**src/rtl/turn_move_engine.sv**
```systemverilog
// Two-player race on a 16-cell strip: players alternate turns, advance by a
// cyclic step distance or retreat by one, and win on reaching the far end.
module turn_move_engine (
  input  logic        clk,
  input  logic        rst,
  input  logic        btn1,
  input  logic        btn2,
  input  logic        btn3,
  input  logic        btn4,
  output logic [3:0]  pos1,
  output logic [3:0]  pos2,
  output logic [1:0]  step,
  output logic        active,
  output logic [15:0] led,
  output logic        game_over,
  output logic        winner
);

  logic [3:0] r_pos1;
  logic [3:0] r_pos2;
  logic [2:0] r_stepIdx;
  logic       r_active;
  logic       r_gameOver;
  logic       r_winner;
  logic [3:0] r_btnPrev;

  logic [3:0] w_btn;
  logic [3:0] w_fire;
  logic [1:0] w_step;
  logic [4:0] w_p1Sum;
  logic [4:0] w_p2Diff;
  logic [3:0] w_p1AdvTgt;
  logic [3:0] w_p1RetTgt;
  logic [3:0] w_p2AdvTgt;
  logic [3:0] w_p2RetTgt;
  logic [3:0] w_target;
  logic       w_request;
  logic [3:0] w_nextPos1;
  logic [3:0] w_nextPos2;
  logic [2:0] w_nextStepIdx;
  logic       w_nextActive;
  logic       w_nextGameOver;
  logic       w_nextWinner;

  // Bit order {btn4, btn3, btn2, btn1}; a request is a 0->1 transition.
  assign w_btn  = {btn4, btn3, btn2, btn1};
  assign w_fire = w_btn & ~r_btnPrev;

  always_comb begin
    w_step = 2'd1;
    case (r_stepIdx)
      3'd0:    w_step = 2'd1;
      3'd1:    w_step = 2'd2;
      3'd2:    w_step = 2'd3;
      3'd3:    w_step = 2'd3;
      3'd4:    w_step = 2'd2;
      3'd5:    w_step = 2'd1;
      3'd6:    w_step = 2'd0;
      default: w_step = 2'd1;
    endcase
  end

  // Five-bit sums so overflow past 15 and underflow below 0 saturate instead of wrapping.
  assign w_p1Sum    = {1'b0, r_pos1} + {3'b000, w_step};
  assign w_p2Diff   = {1'b0, r_pos2} - {3'b000, w_step};
  assign w_p1AdvTgt = (w_p1Sum > 5'd15) ? 4'd15 : w_p1Sum[3:0];
  assign w_p1RetTgt = (r_pos1 == 4'd0) ? 4'd0 : r_pos1 - 4'd1;
  assign w_p2AdvTgt = w_p2Diff[4] ? 4'd0 : w_p2Diff[3:0];
  assign w_p2RetTgt = (r_pos2 == 4'd15) ? 4'd15 : r_pos2 + 4'd1;

  always_comb begin
    w_request      = 1'b0;
    w_target       = r_pos1;
    w_nextPos1     = r_pos1;
    w_nextPos2     = r_pos2;
    w_nextStepIdx  = r_stepIdx;
    w_nextActive   = r_active;
    w_nextGameOver = r_gameOver;
    w_nextWinner   = r_winner;
    if (!r_gameOver) begin
      if (!r_active) begin
        w_target = r_pos1;
        if (w_fire[2]) begin
          w_request = 1'b1;
          w_target  = w_p1AdvTgt;
        end else if (w_fire[3]) begin
          w_request = 1'b1;
          w_target  = w_p1RetTgt;
        end
        if (w_request && (w_target != r_pos2))
          w_nextPos1 = w_target;
      end else begin
        w_target = r_pos2;
        if (w_fire[0]) begin
          w_request = 1'b1;
          w_target  = w_p2AdvTgt;
        end else if (w_fire[1]) begin
          w_request = 1'b1;
          w_target  = w_p2RetTgt;
        end
        if (w_request && (w_target != r_pos1))
          w_nextPos2 = w_target;
      end
      // Blocked and zero-length moves still hand the turn over.
      if (w_request) begin
        w_nextActive  = ~r_active;
        w_nextStepIdx = (r_stepIdx == 3'd6) ? 3'd0 : r_stepIdx + 3'd1;
      end
      if (w_nextPos1 == 4'd15) begin
        w_nextGameOver = 1'b1;
        w_nextWinner   = 1'b0;
      end else if (w_nextPos2 == 4'd0) begin
        w_nextGameOver = 1'b1;
        w_nextWinner   = 1'b1;
      end
    end
  end

  always_ff @(posedge clk) begin
    if (rst) begin
      r_pos1     <= 4'd0;
      r_pos2     <= 4'd15;
      r_stepIdx  <= 3'd0;
      r_active   <= 1'b0;
      r_gameOver <= 1'b0;
      r_winner   <= 1'b0;
      r_btnPrev  <= 4'b1111;
    end else begin
      r_pos1     <= w_nextPos1;
      r_pos2     <= w_nextPos2;
      r_stepIdx  <= w_nextStepIdx;
      r_active   <= w_nextActive;
      r_gameOver <= w_nextGameOver;
      r_winner   <= w_nextWinner;
      r_btnPrev  <= w_btn;
    end
  end

  assign pos1      = r_pos1;
  assign pos2      = r_pos2;
  assign step      = w_step;
  assign active    = r_active;
  assign game_over = r_gameOver;
  assign winner    = r_winner;
  assign led       = (16'h0001 << r_pos1) | (16'h0001 << r_pos2);

endmodule

```
**config.mk**
```make
export PLATFORM = sky130hd
export DESIGN_NAME = turn_move_engine
export DESIGN_NICKNAME = d
export VERILOG_FILES = /design/src/rtl/turn_move_engine.sv
export SDC_FILE = /design/constraint.sdc
export NUM_CORES = 1
export LEC_CHECK = 0
export CAP_MARGIN = 20
export CORE_UTILIZATION = 35
export CTS_CLUSTER_DIAMETER = 50
export DETAILED_ROUTE_END_ITERATION = 7
export GPL_ROUTABILITY_DRIVEN = 0
export HOLD_SLACK_MARGIN = 0.05
export SYNTH_ARGS = -nofsm -noshare
export SYNTH_HDL_FRONTEND = slang
export SYNTH_SLANG_ARGS = --single-unit
export TNS_END_PERCENT = 50
```
**constraint.sdc**
```tcl
create_clock -name clk -period 8.43 [get_ports clk]
set_clock_uncertainty 0.2 [all_clocks]
set_input_delay 2.529 -clock clk [delete_from_list [all_inputs] [get_ports clk]]
set_output_delay 2.529 -clock clk [all_outputs]
set_load 0.01 [all_outputs]
```
==> summary.txt <==
Final layout
  – Register area: 360 sq um
  – Diode count: 0
  – Area grow syn2layout: 22.9%
  – Fill cells: 488
  – Total Nets Final: 279
  – Layout cell share with drive strength beyond 1: 7.78%
  – Multi-input logic area: 1330 sq um

Critical path
  – WS Path Type: reg2out
  – Most used cell, CP: inv_1
  – Critical-path top delay cell: nor3_1
  – Arr. time, crit path: 2.32 ns
  – Worst Setup End Kind: output port
  – Crit-path cells: inv_1 > ha_1 > nor3_1 > inv_1 > clkdlybuf4s50_1
  – Buf/Inv on CP: 3
  – Req. time, crit path: 5.70 ns
  – Startpoint Class: register
  – Worst Path Max Fanout: 7
  – Worst path max stage delay: 0.57 ns
  – CP top delay family: buffers and inverters

Run
  – MaxCap Viol Count: 0

Place
  – Setup WS pre-CTS: 3.19 ns
  – IO buf count: 34
  – HPWL after detailed placement: 3.51 mm

Clock tree
  – CTS Sinks: 18
  – Root Driver: clkbuf_8
  – TritonCTS clock tree: done
  – Longest Clk Path Bufs: 2
  – CTS H-tree lvls: 1
  – Clk pin slew, worst setup/hold paths: 0.06 ns
  – Post-CTS setup buffers: 0
  – CTS buffer count: 3
  – Post-CTS Resized: 0
  – Clk Latency, worst-skew pair: 0.25 ns
  – Cts hold-fix bufs: 0

Synthesis
  – Yosys reg bits: 18
  – Post-synth EDFFs: 0
  – Cell area after synthesis: 1810 sq um
  – Yosys top cell area share: 19.9%
  – Ys Warns: 0
  – Sequential share of the synthesized area: 19.9%
  – Post-synth cell types: 61
  – Ranking of synthesized cells by area: dfxtp_1 20%, ha_1 9.0%, mux2i_1 3.9%
  – Ys flop type: dfxtp_1
  – Synth area leader: dfxtp_1
  – Post-Synthesis Cells: 233
  – FFs w/ async S/R, synth: 0%
  – Syn avg cell area: 7.78 sq um
  – Mapped Nets: 254

Timing
  – RSZ-0062 raised after global routing: false
  – Slew at the pin with the worst max-slew slack: 0.699 ns
  – Final min period: 5.04 ns
  – Max-slew violation count: 0
  – Final TNS setup: 0 ns
  – Final Worst Setup Slack: 3.39 ns
  – Highest Clock Rate: 0.198 GHz
  – Hold Fails Final Rpt: 0
  – Final setup fails: 0
  – Max_slew headroom: 53.3%
  – Final worst-path cycle share: 59.8%

Drt
  – Via density: 5.49
  – Routed len/inst: 14.3 um
  – Drc violations: 0
  – TritonRoute pass-1 iters: 4
  – Final ANT Viol Nets: 0
  – Initial DRC count: 68
  – DRT Wirelength: 4.62 mm
  – Vias: 1778

Global routing
  – Vias in the first global route: 1584
  – Initial antenna violation count: 0
  – Gr ovfl total: 0
  – Largest net degree at the start of global routing: 20
  – First-pass GRT wire length: 7.85 mm
  – Total GRT Usage: 18.5%

Floorplanning
  – I/O pins: 35
  – Core area: 4850 sq um
  – Die ar.: 5470 sq um
  – Die width: 73.9 um
  – Initial Util: 37.4%
  – Die Ht: 73.9 um
  – Row Count: 25

Power and ir drop
  – Pleak: 0.849 nW
  – Pwr Density: 90.8 nW/um^2
  – Worst vdd ir: 79.4 uV

Min path
  – Worst Hold Class: reg2reg

Status
  – Status: completed
[final cells by class]
| cell class | count | share of cell area (%) |
|---|---|---|
| inverter | 15 | 2.53 |
| timing repair buffer | 34 | 15.3 |
| multi-input combinational | 186 | 59.8 |
| sequential | 18 | 16.2 |
| tap | 67 | 3.76 |
| clock buffer | 4 | 2.47 |
[per-layer routing]
layer | track usage [%] | vias up | share of wire [%]
li1 | - | 904 | -
met3 | 1.22 | 4 | 3.3
met2 | 29.3 | 39 | 46
met5 | 0 | - | 0
met4 | 7.05 | 0 | 1.4
met1 | 26.2 | 831 | 50
[cells by family (layout without fill, tap and decap cells)]
group	after synthesis	in the layout	share of synthesized area, %
fa+ha+maj	15	15	11.2
buf+inv	29	53	6.63
xor+xnor	6	6	2.90
mux	7	7	3.87
simple gates	96	96	30.5
compound gates	62	62	25.0
flops	18	18	19.9
[worst reg2reg max path, cell delays in order, from the launching register on]
cell	delay, ns
dfxtp_1	0.44
inv_1	0.09
ha_1	0.21
nor3_1	0.57
inv_1	0.22
fa_1	0.49
and3b_1	0.21
a211oi_1	0.31
or4_1	0.17
nand4b_1	0.15
o311ai_2	0.51
mux2i_1	0.26
nor2_1	0.05
[power breakdown]
| part | leakage, nW | internal, W | total, W | switching, W |
|---|---|---|---|---|
| logic | 0.673 | 0.0000186 | 0.0000405 | 0.0000219 |
| clock network | 0.0288 | 0.0000415 | 0.0000700 | 0.0000285 |
| registers | 0.147 | 0.0000876 | 0.0000916 | 0.00000406 |
| total | 0.849 | 0.000148 | 0.000202 | 0.0000545 |
[cell usage in the layout, fill, tap and decap left out, types with 3 or more instances in the layout]
master           count
a32o_1               3
nor2_1              13
nand2_1             18
nand4_1              5
o21ai_1              7
nor3_1               9
mux2i_1              7
xnor2_1              6
ha_1                13
o31ai_1              3
nor3b_1              3
nor2b_1              7
clkbuf_8             4
inv_1               14
nor4_1               5
a21oi_1             12
nand3_1              6
nand2b_1             6
clkdlybuf4s50_1     34
dfxtp_1             18
or2_2                5
o21ai_0             12
[worst paths after layout]
kind | slack [ns] | from | cells after the start | end
hold / removal | 0.29 | winner$_SDFFE_PP0P_ | 2 | winner$_SDFFE_PP0P_
setup reg to reg | 4.43 | r_stepIdx[2]$_SDFFE_PP0P_ | 12 | pos1[2]$_SDFFE_PP0N_
hold reg to reg | 0.29 | winner$_SDFFE_PP0P_ | 2 | winner$_SDFFE_PP0P_
setup / recovery | 3.39 | r_stepIdx[2]$_SDFFE_PP0P_ | 5 | step[1]
[through the flow]
stage               utilization, %  hold WS, ns  cells  instance area, sq um  power [W]
global placement              44.8        0.271    320                  2170   0.000135
CTS                           45.9        0.286    324                  2230   0.000205
global route                  45.9        0.304    324                  2230   0.000213
detailed placement            44.8        0.271    320                  2170   0.000134
floorplan                        -        0.291    233                  1810   0.000119
finish                        45.9        0.285    324                  2230   0.000202
[sequential cells by signal, indices dropped and copies added (netlist names)]
name,cells
active,1
game_over,1
pos1,4
pos2,4
r_btnPrev,4
r_stepIdx,3
winner,1
[Yosys cell counts (5+ instances only)]
library cell	count
nor3_1	9
nand3_1	6
nor4_1	5
nand2_1	18
nor2_1	13
nor2b_1	7
buf_2	6
o21ai_0	12
xnor2_1	6
nand2b_1	6
o21ai_1	7
ha_1	13
inv_1	14
clkbuf_1	7
or2_2	5
dfxtp_1	18
nand4_1	5
mux2i_1	7
a21oi_1	12
(Power assumes the default switching activity.)
